`src/rtl/motion_bbox_extract.sv`:
```
// -----------------------------------------------------------------------------
// motion_bbox_extract
//
// Purpose:
//   Consumes the vsync/href/clken/bit stream of the 5x5 erosion stage and
//   tracks the column/row extent of surviving foreground pixels over each
//   frame. At the start of every new frame the previous frame's bounding box
//   and a "found" flag are published for the box-overlay/draw stage.
//
// Optional feature macro: BOX_PIX_CNT_EN
//   Defined   : a 19-bit foreground pixel counter is built and exposed on
//               box_pix_cnt. box_found requires count >= MIN_PIX_CNT, which
//               rejects residual speckle.
//   Undefined : no counter and no box_pix_cnt port. box_found is set when
//               any foreground pixel was seen.
//
// Ports:
//   clk              in   pixel clock
//   rst_n            in   synchronous active-low reset
//   erosion_vsync    in   frame sync, rising edge = frame start
//   erosion_href     in   line valid
//   erosion_clken    in   pixel valid
//   erosion_img_Bit  in   eroded pixel (1 = foreground)
//   box_valid        out  one-cycle pulse, box outputs just updated
//   box_found        out  previous frame contained a qualifying object
//   box_x_min/max    out  leftmost/rightmost foreground column
//   box_y_min/max    out  top/bottom foreground row
//   box_pix_cnt      out  foreground pixel count (BOX_PIX_CNT_EN only)
//
// Publish timing: vsync first sampled high at edge N -> snapshot and
// accumulator clear at edge N, outputs updated with box_valid high after
// edge N+1, box_valid low again after edge N+2.
// -----------------------------------------------------------------------------
module motion_bbox_extract #(
  parameter logic [9:0]  IMG_HDISP   = 10'd640,
  parameter logic [9:0]  IMG_VDISP   = 10'd480,
  parameter logic [18:0] MIN_PIX_CNT = 19'd16
) (
  input  logic        clk,
  input  logic        rst_n,
  input  logic        erosion_vsync,
  input  logic        erosion_href,
  input  logic        erosion_clken,
  input  logic        erosion_img_Bit,
  output logic        box_valid,
  output logic        box_found,
  output logic [9:0]  box_x_min,
  output logic [9:0]  box_x_max,
  output logic [9:0]  box_y_min,
`ifdef BOX_PIX_CNT_EN
  output logic [9:0]  box_y_max,
  output logic [18:0] box_pix_cnt
`else
  output logic [9:0]  box_y_max
`endif
);

  typedef enum logic [1:0] {
    IDLE  = 2'd0,
    ACCUM = 2'd1,
    LATCH = 2'd2
  } state_t;

  state_t state;

  // ---------------------------------------------------------------------------
  // Sync edge detection
  // ---------------------------------------------------------------------------
  logic vsync_d;
  logic href_d;
  logic vs_rise;
  logic hs_fall;

  always_ff @(posedge clk) begin
    if (!rst_n) begin
      vsync_d <= 1'b0;
      href_d  <= 1'b0;
    end else begin
      vsync_d <= erosion_vsync;
      href_d  <= erosion_href;
    end
  end

  assign vs_rise = erosion_vsync & ~vsync_d;
  assign hs_fall = ~erosion_href & href_d;

  // ---------------------------------------------------------------------------
  // Pixel position counters
  // ---------------------------------------------------------------------------
  // The counters saturate at the last active column/row. A separate overflow
  // flag marks that the saturated position has already been consumed, so any
  // pixel beyond the active area is ignored instead of being folded onto the
  // last column/row.
  logic [9:0] x;
  logic [9:0] y;
  logic       x_ovf;
  logic       y_ovf;

  always_ff @(posedge clk) begin
    if (!rst_n) begin
      x     <= 10'd0;
      x_ovf <= 1'b0;
    end else if (!erosion_href) begin
      x     <= 10'd0;
      x_ovf <= 1'b0;
    end else if (erosion_clken && !x_ovf) begin
      if (x == IMG_HDISP - 10'd1) begin
        x_ovf <= 1'b1;
      end else begin
        x <= x + 10'd1;
      end
    end
  end

  always_ff @(posedge clk) begin
    if (!rst_n) begin
      y     <= 10'd0;
      y_ovf <= 1'b0;
    end else if (vs_rise) begin
      y     <= 10'd0;
      y_ovf <= 1'b0;
    end else if (hs_fall && !y_ovf) begin
      if (y == IMG_VDISP - 10'd1) begin
        y_ovf <= 1'b1;
      end else begin
        y <= y + 10'd1;
      end
    end
  end

  // A pixel coinciding with vs_rise is dropped: the frame boundary wins.
  logic fg_hit;
  assign fg_hit = erosion_clken & erosion_href & erosion_img_Bit &
                  ~x_ovf & ~y_ovf & ~vs_rise;

  // ---------------------------------------------------------------------------
  // Per-frame accumulators
  // ---------------------------------------------------------------------------
  logic [9:0] acc_xmin;
  logic [9:0] acc_xmax;
  logic [9:0] acc_ymin;
  logic [9:0] acc_ymax;
  logic       acc_any;

  always_ff @(posedge clk) begin
    if (!rst_n || vs_rise) begin
      acc_xmin <= IMG_HDISP - 10'd1;
      acc_xmax <= 10'd0;
      acc_ymin <= IMG_VDISP - 10'd1;
      acc_ymax <= 10'd0;
      acc_any  <= 1'b0;
    end else if (fg_hit) begin
      if (x < acc_xmin) acc_xmin <= x;
      if (x > acc_xmax) acc_xmax <= x;
      if (y < acc_ymin) acc_ymin <= y;
      if (y > acc_ymax) acc_ymax <= y;
      acc_any <= 1'b1;
    end
  end

  // Qualification of the frame being closed, evaluated from the accumulators
  // as they stand at vs_rise.
  logic frame_found;

`ifdef BOX_PIX_CNT_EN
  logic [18:0] acc_cnt;

  always_ff @(posedge clk) begin
    if (!rst_n || vs_rise) begin
      acc_cnt <= 19'd0;
    end else if (fg_hit && (acc_cnt != {19{1'b1}})) begin
      acc_cnt <= acc_cnt + 19'd1;
    end
  end

  assign frame_found = (acc_cnt >= MIN_PIX_CNT);
`else
  logic unused_min_pix_cnt;
  assign unused_min_pix_cnt = ^MIN_PIX_CNT;
  assign frame_found        = acc_any;
`endif

  // ---------------------------------------------------------------------------
  // Snapshot at frame end
  // ---------------------------------------------------------------------------
  // Taken on the same edge that clears the accumulators, so the first pixel
  // of the new frame lands in a clean accumulator. An empty frame snapshots
  // all-zero coordinates.
  logic [9:0] snap_xmin;
  logic [9:0] snap_xmax;
  logic [9:0] snap_ymin;
  logic [9:0] snap_ymax;
  logic       snap_found;
`ifdef BOX_PIX_CNT_EN
  logic [18:0] snap_cnt;
`endif

  always_ff @(posedge clk) begin
    if (!rst_n) begin
      snap_xmin  <= 10'd0;
      snap_xmax  <= 10'd0;
      snap_ymin  <= 10'd0;
      snap_ymax  <= 10'd0;
      snap_found <= 1'b0;
`ifdef BOX_PIX_CNT_EN
      snap_cnt   <= 19'd0;
`endif
    end else if (vs_rise) begin
      snap_xmin  <= acc_any ? acc_xmin : 10'd0;
      snap_xmax  <= acc_any ? acc_xmax : 10'd0;
      snap_ymin  <= acc_any ? acc_ymin : 10'd0;
      snap_ymax  <= acc_any ? acc_ymax : 10'd0;
      snap_found <= frame_found;
`ifdef BOX_PIX_CNT_EN
      snap_cnt   <= acc_cnt;
`endif
    end
  end

  // ---------------------------------------------------------------------------
  // Publish FSM with registered outputs
  // ---------------------------------------------------------------------------
  // IDLE discards the partial frame seen since reset. A vs_rise while in
  // LATCH re-arms LATCH: the snapshot register already holds the newer frame
  // while the older one is being published this cycle.
  always_ff @(posedge clk) begin
    if (!rst_n) begin
      state     <= IDLE;
      box_valid <= 1'b0;
      box_found <= 1'b0;
      box_x_min <= 10'd0;
      box_x_max <= 10'd0;
      box_y_min <= 10'd0;
      box_y_max <= 10'd0;
`ifdef BOX_PIX_CNT_EN
      box_pix_cnt <= 19'd0;
`endif
    end else begin
      box_valid <= 1'b0;
      case (state)
        IDLE: begin
          if (vs_rise) state <= ACCUM;
        end
        ACCUM: begin
          if (vs_rise) state <= LATCH;
        end
        LATCH: begin
          box_valid <= 1'b1;
          box_found <= snap_found;
          box_x_min <= snap_xmin;
          box_x_max <= snap_xmax;
          box_y_min <= snap_ymin;
          box_y_max <= snap_ymax;
`ifdef BOX_PIX_CNT_EN
          box_pix_cnt <= snap_cnt;
`endif
          state <= vs_rise ? LATCH : ACCUM;
        end
        default: state <= IDLE;
      endcase
    end
  end

endmodule

```
`config.mk`:
```
export PLATFORM = sky130hd
export DESIGN_NAME = motion_bbox_extract
export DESIGN_NICKNAME = d
export VERILOG_FILES = /design/src/rtl/motion_bbox_extract.sv
export SDC_FILE = /design/constraint.sdc
export NUM_CORES = 1
export LEC_CHECK = 0
export BUFFER_PORTS_ARGS = -buffer_cell sky130_fd_sc_hd__buf_2
export CORE_MARGIN = 1
export CORE_UTILIZATION = 46
export CTS_BUF_LIST = sky130_fd_sc_hd__clkbuf_2 sky130_fd_sc_hd__clkbuf_4 sky130_fd_sc_hd__clkbuf_8
export DETAILED_ROUTE_END_ITERATION = 6
export GPL_ROUTABILITY_DRIVEN = 1
export MAX_ROUTING_LAYER = met4
export PLACE_DENSITY = 0.69
export SLEW_MARGIN = 10
export SYNTH_ARGS = -nofsm -noshare
export SYNTH_HDL_FRONTEND = slang
export SYNTH_SLANG_ARGS = --single-unit
```
`constraint.sdc`:
```
create_clock -name clk -period 5.3 [get_ports clk]
set_input_delay 1.06 -clock clk [delete_from_list [all_inputs] [get_ports clk]]
set_output_delay 1.06 -clock clk [all_outputs]
set_load 0.02 [all_outputs]
```
* Word-level counts from Yosys, hierarchy flattened
Index checks and enable logic that the tools add are counted.
** Storage, ports and cells
- Word-level logic and storage cells :: 77
- Flip-flop bits (word level) :: 150
- Output and inout bits :: 42
- Input port bits :: 6
** Operators by class
- $add $sub $neg :: 2
- Magnitude comparators :: 4
- Reduce and logical (&&, ||, !) cells :: 18
- Multiplexer cells :: 9
- Bitwise logic cells :: 15
- Equal/unequal tests :: 6
** Operators by type and width (number)
- $mux 10 :: 4
- $add 10x1->10 const B :: 2
- $gt 10x10->1 :: 2
- $lt 10x10->1 :: 2
- $reduce_and 2->1 :: 10
- $eq 10x10->1 const B :: 1
- $eq 10x9->1 const B :: 1
- $not 1->1 :: 8
- $and 1x1->1 :: 7
- $mux 2 :: 3
- $pmux 2 s3 :: 1
- $ne 2x2->1 const B :: 2
- $logic_not 1->1 :: 3
- $eq 2x1->1 const B :: 1
- $eq 2x2->1 const B :: 1
- $logic_and 1x1->1 :: 2
- $logic_not 2->1 :: 1
- $reduce_or 2->1 :: 1
- $logic_or 1x1->1 :: 1
- $mux 1 :: 1

* Logic depth before layout (Yosys ltp)
- Word-level depth :: 6
- Gate-level depth with buffers :: 8
- Depth with buffers taken out :: 7

* Least setup slack after synthesis
No wires, ideal clock.
- Path type :: in2reg
- From :: input erosion_vsync
- To :: register acc_ymin[0]
- Slack :: 2.693 ns
- Setup time :: 0.120 ns
- Stages :: 5
- Data arrival time :: 2.487 ns
- Cell sequence :: nor2b_4 > or4_4 > a211oi_4 > o21ai_2 > a211o_1
** Between the ends
- Word-level cells in the longest chain between the ends :: 4
- Elaborated cells on any way between the ends :: 5
- Classes of those cells :: bitwise: 3; reduce/logical: 2
** Ends and longest elaborated chain
- from (decl) :: line 41 : input logic erosion_vsync,
- $and 1x1->1 * :: line 84 : assign vs_rise = erosion_vsync & ~vsync_d;
- $not 1->1 :: line 134 : ~x_ovf & ~y_ovf & ~vs_rise;
- $and 1x1->1 :: line 134
- $reduce_and 2->1 (no line)
- to (signal assigned) :: line 149 : acc_ymin <= IMG_VDISP - 10'd1;
- to (signal assigned) :: line 155 : if (y < acc_ymin) acc_ymin <= y;
- to (decl) :: line 141 : logic [9:0] acc_ymin;
Mark *: on every way between the ends. The rest lies on a longest branch, timed or not.
A chain may end at the register's enable or synchronous reset.

* Worst setup path in the final report
- From :: input rst_n
- To :: register acc_ymin[5]
** Between the ends
- Word-level cells in the longest chain between the ends :: 2
** Ends and longest elaborated chain
- from (decl) :: line 40 : input logic rst_n,
- $logic_not 1->1
- $logic_or 1x1->1 :: line 146 : if (!rst_n || vs_rise) begin
Every way passes these cells.

==> results.py <==
metrics = {
    "outcome": {
        "result_of_the_run": "finished, final reports clean",
    },
    "synthesis": {
        "seq_area_frac_synth_pct": 46.5,
        "synth.yosys.warnings": 0,
        "syn_inst": 704,
        "synth_top_area_share_pct": 46.5,
        "synthTopCellsByArea": "sky130_fd_sc_hd__dfxtp_1, sky130_fd_sc_hd__nand2_1, sky130_fd_sc_hd__ha_1, sky130_fd_sc_hd__a22o_1, sky130_fd_sc_hd__mux2i_1",
        "post_synth_num_cell_types": 51,
        "syn_area_per_cell_um2": 9.18,
        "synthesis.nets": 750,
        "synth_edf_count": 0,
        "synthArstFlopShare_pct": 0,
        "synth_area_leader_cell": "sky130_fd_sc_hd__dfxtp_1",
        "syn-cell-area_um2": 6460,
        "yosys_register_bits": 150,
        "yosys_most_used_dff": "sky130_fd_sc_hd__dfxtp_1",
        "most_repeated_cell_in_the_gate_level_netlist_after_synthesis": "sky130_fd_sc_hd__dfxtp_1",
        "post_synth_most_frequent_cells": "sky130_fd_sc_hd__dfxtp_1, sky130_fd_sc_hd__nand2_1, sky130_fd_sc_hd__inv_1, sky130_fd_sc_hd__nor2_1, sky130_fd_sc_hd__a21boi_0",
    },
    "timing": {
        "timing.clock.skew_ns": 0.00914,
        "fin_worst_hold_slack_ns": 0.463,
        "final_hold_viol_count": 0,
        "clock.fmax_mhz": 333,
        "rsz0062_at_grt": "false",
        "slew_limit_fails": 0,
        "worst_pin_slew_ns": 1.07,
        "setup_violations": 0,
        "setup_tns_ns": 0,
        "maxSlewHeadroom_pct": 28.6,
        "layout_min_cycle_time_ns": 3.00,
        "layout_worst_path_cycle_share_pct": 56.6,
    },
    "detailed_routing": {
        "top_signal_layer_used": "met4",
        "routed_wirelength_um": 13100,
        "routed_wire_length_per_instance_um": 14.2,
        "antenna_left": 0,
        "post_drt_via_cell_ratio": 5.30,
        "wl_met1_um": 6660,
        "initialDrtViolationCount": 350,
        "detailroute.via_count": 4897,
        "met3RoutedLength_um": 596,
        "first_pass_iters": 5,
        "drc_violation_count_after_routing": 0,
        "wl_met2_um": 5620,
    },
    "worst_setup_path": {
        "criticalPathCategory": "in -> reg",
        "setup.worst_path.start_class": "input port",
        "crit_path_cell_trace": "buf_2 > and2_2 > buf_4 > nand2_1 > mux2i_1",
        "critical-path-slowest-cell": "sky130_fd_sc_hd__and2_2",
        "cp.required_ns": 5.66,
        "delay_of_the_slowest_cell_on_the_worst_path_ns": 1.00,
        "crit_path_end_kind": "flip-flop",
        "worstPathMaxFanout": 61,
        "critPathArrivalTime_ns": 3.36,
    },
    "floorplan": {
        "rows": 42,
        "floorplan.die.width_um": 121,
        "core_region_area_um2": 13500,
        "dieHeight_um": 121,
        "floorplan.die_area_um2": 14500,
        "start_util_pct": 48.0,
        "num_io_pins": 48,
    },
    "grt": {
        "number_of_global_route_vias_before_repair": 4669,
        "grt_util_all_layers_pct": 20.0,
        "globalRoute.totalOverflow": 0,
        "grt_start_max_net_pins": 62,
        "antenna_found_initial": 0,
        "grt_first_pass_wirelength_um": 22500,
    },
    "cts": {
        "cts_tree": "done",
        "worstSkewPairLatency_ns": 0.44,
        "clock_tree.root_cell": "sky130_fd_sc_hd__clkbuf_8",
        "cts.clk_slew.worst_paths_ns": 0.08,
        "setup_fix_bufs_post_cts": 0,
        "postCtsResizedCells": 0,
        "postCtsHoldBufs": 0,
        "clockBufferDepth": 2,
        "number_of_sinks_driven_by_the_clock_tree": 150,
        "cts_buffers": 17,
        "htreeDepth": 4,
    },
    "final_layout": {
        "diodes": 0,
        "area_growth_pct": 11.1,
        "drive_gt1_share_pct": 13.4,
        "fill_cell_instance_count_of_the_final_layout": 1228,
        "design.final.nets": 781,
    },
    "power": {
        "p_per_area_nw_per_um2": 282,
        "power.total_mw": 2.02,
        "ir_drop_mv": 0.150,
        "p_leak_nw": 3.04,
    },
    "placed_design": {
        "dp_hpwl_um": 9370,
        "finalWeightedCongestion": 0.846,
        "port-buffer-count": 47,
    },
    "job": {
        "cap_viol_max_count": 0,
    },
    "min_path": {
        "timing.hold.worst.class": "reg -> reg",
    },
}
-- cell usage in the layout, fill, tap and decap left out, types with 6 or more instances in the layout --
master                     Yosys  final
sky130_fd_sc_hd__dfxtp_1     150    150
sky130_fd_sc_hd__a22o_1       40     40
sky130_fd_sc_hd__buf_2         2     47
sky130_fd_sc_hd__a21oi_1      18     18
sky130_fd_sc_hd__xor2_1       10     10
sky130_fd_sc_hd__clkbuf_8      0     18
sky130_fd_sc_hd__nand4_1      14     14
sky130_fd_sc_hd__a21boi_0     41     41
sky130_fd_sc_hd__inv_1        42     42
sky130_fd_sc_hd__nor2_1       42     42
sky130_fd_sc_hd__o211ai_1     16     16
sky130_fd_sc_hd__xnor2_1       6      6
sky130_fd_sc_hd__inv_6         0      6
sky130_fd_sc_hd__ha_1         40     40
sky130_fd_sc_hd__a21o_1        8      8
sky130_fd_sc_hd__nand2_1     140    140
sky130_fd_sc_hd__nor3_1        8      8
sky130_fd_sc_hd__mux2i_1      34     34
sky130_fd_sc_hd__nand3_1       6      6
-- metrics by stage --
step,instance area (µm²),instances,util [%],setup slack [ns]
5_1_grt,7180,924,53.3,2.02
3_3_place_gp,6810,892,50.6,1.95
6_report,7180,924,53.3,2.30
3_5_place_dp,6810,892,50.6,1.88
4_1_cts,7180,924,53.3,2.33
2_1_floorplan,6460,704,-,2.69
-- critical path: cells and delay by family --
kind | cells | cell delay (ns)
buf+inv | 2 | 0.98
mux | 1 | 0.16
simple gates | 2 | 1.14
-- cells by family after synthesis --
| logic type | count (synthesis) | synth area share, % |
|---|---|---|
| buf+inv | 82 | 4.96 |
| mux | 34 | 5.27 |
| fa+ha+maj | 40 | 7.74 |
| xor+xnor | 16 | 2.17 |
| simple gates | 234 | 15.9 |
| flops | 150 | 46.5 |
| compound gates | 148 | 17.5 |
-- final cells by class --
type	count	area (µm²)	share of cell area, %
Multi-Input combinational cell	472	3160	44.0
Sequential cell	150	3000	41.8
Timing Repair Buffer	52	273	3.80
Clock buffer	18	248	3.45
Tap cell	176	220	3.07
Inverter	42	158	2.20
Clock inverter	14	118	1.64
-- final timing paths --
check / from / end / slack, ns / depth (start not counted)
worst max-delay path: rst_n / acc_ymin[5]$_SDFFE_PP0P_ / 2.30 / 5
worst min-delay path: box_x_max[9]$_SDFFE_PN0P_ / box_x_max[9]$_SDFFE_PN0P_ / 0.46 / 2
worst max register to register: y[7]$_SDFFE_PP0P_ / acc_ymax[4]$_SDFFE_PP0P_ / 2.76 / 6
worst min register to register: box_x_max[9]$_SDFFE_PN0P_ / box_x_max[9]$_SDFFE_PN0P_ / 0.46 / 2
-- routing by layer --
layer	track usage (%)	vias to the layer above
met3	3.87	15
met1	27.2	2285
met4	7.18	0
met5	-	-
met2	29.5	96
li1	-	2501
-- report_power, final --
part	switching [mW]	internal, mW
clock	0.456	0.351
sequential	0.00823	1.13
combinational	0.0483	0.0237
total	0.513	1.51
No activity file was read; power rests on OpenSTA's default activity.
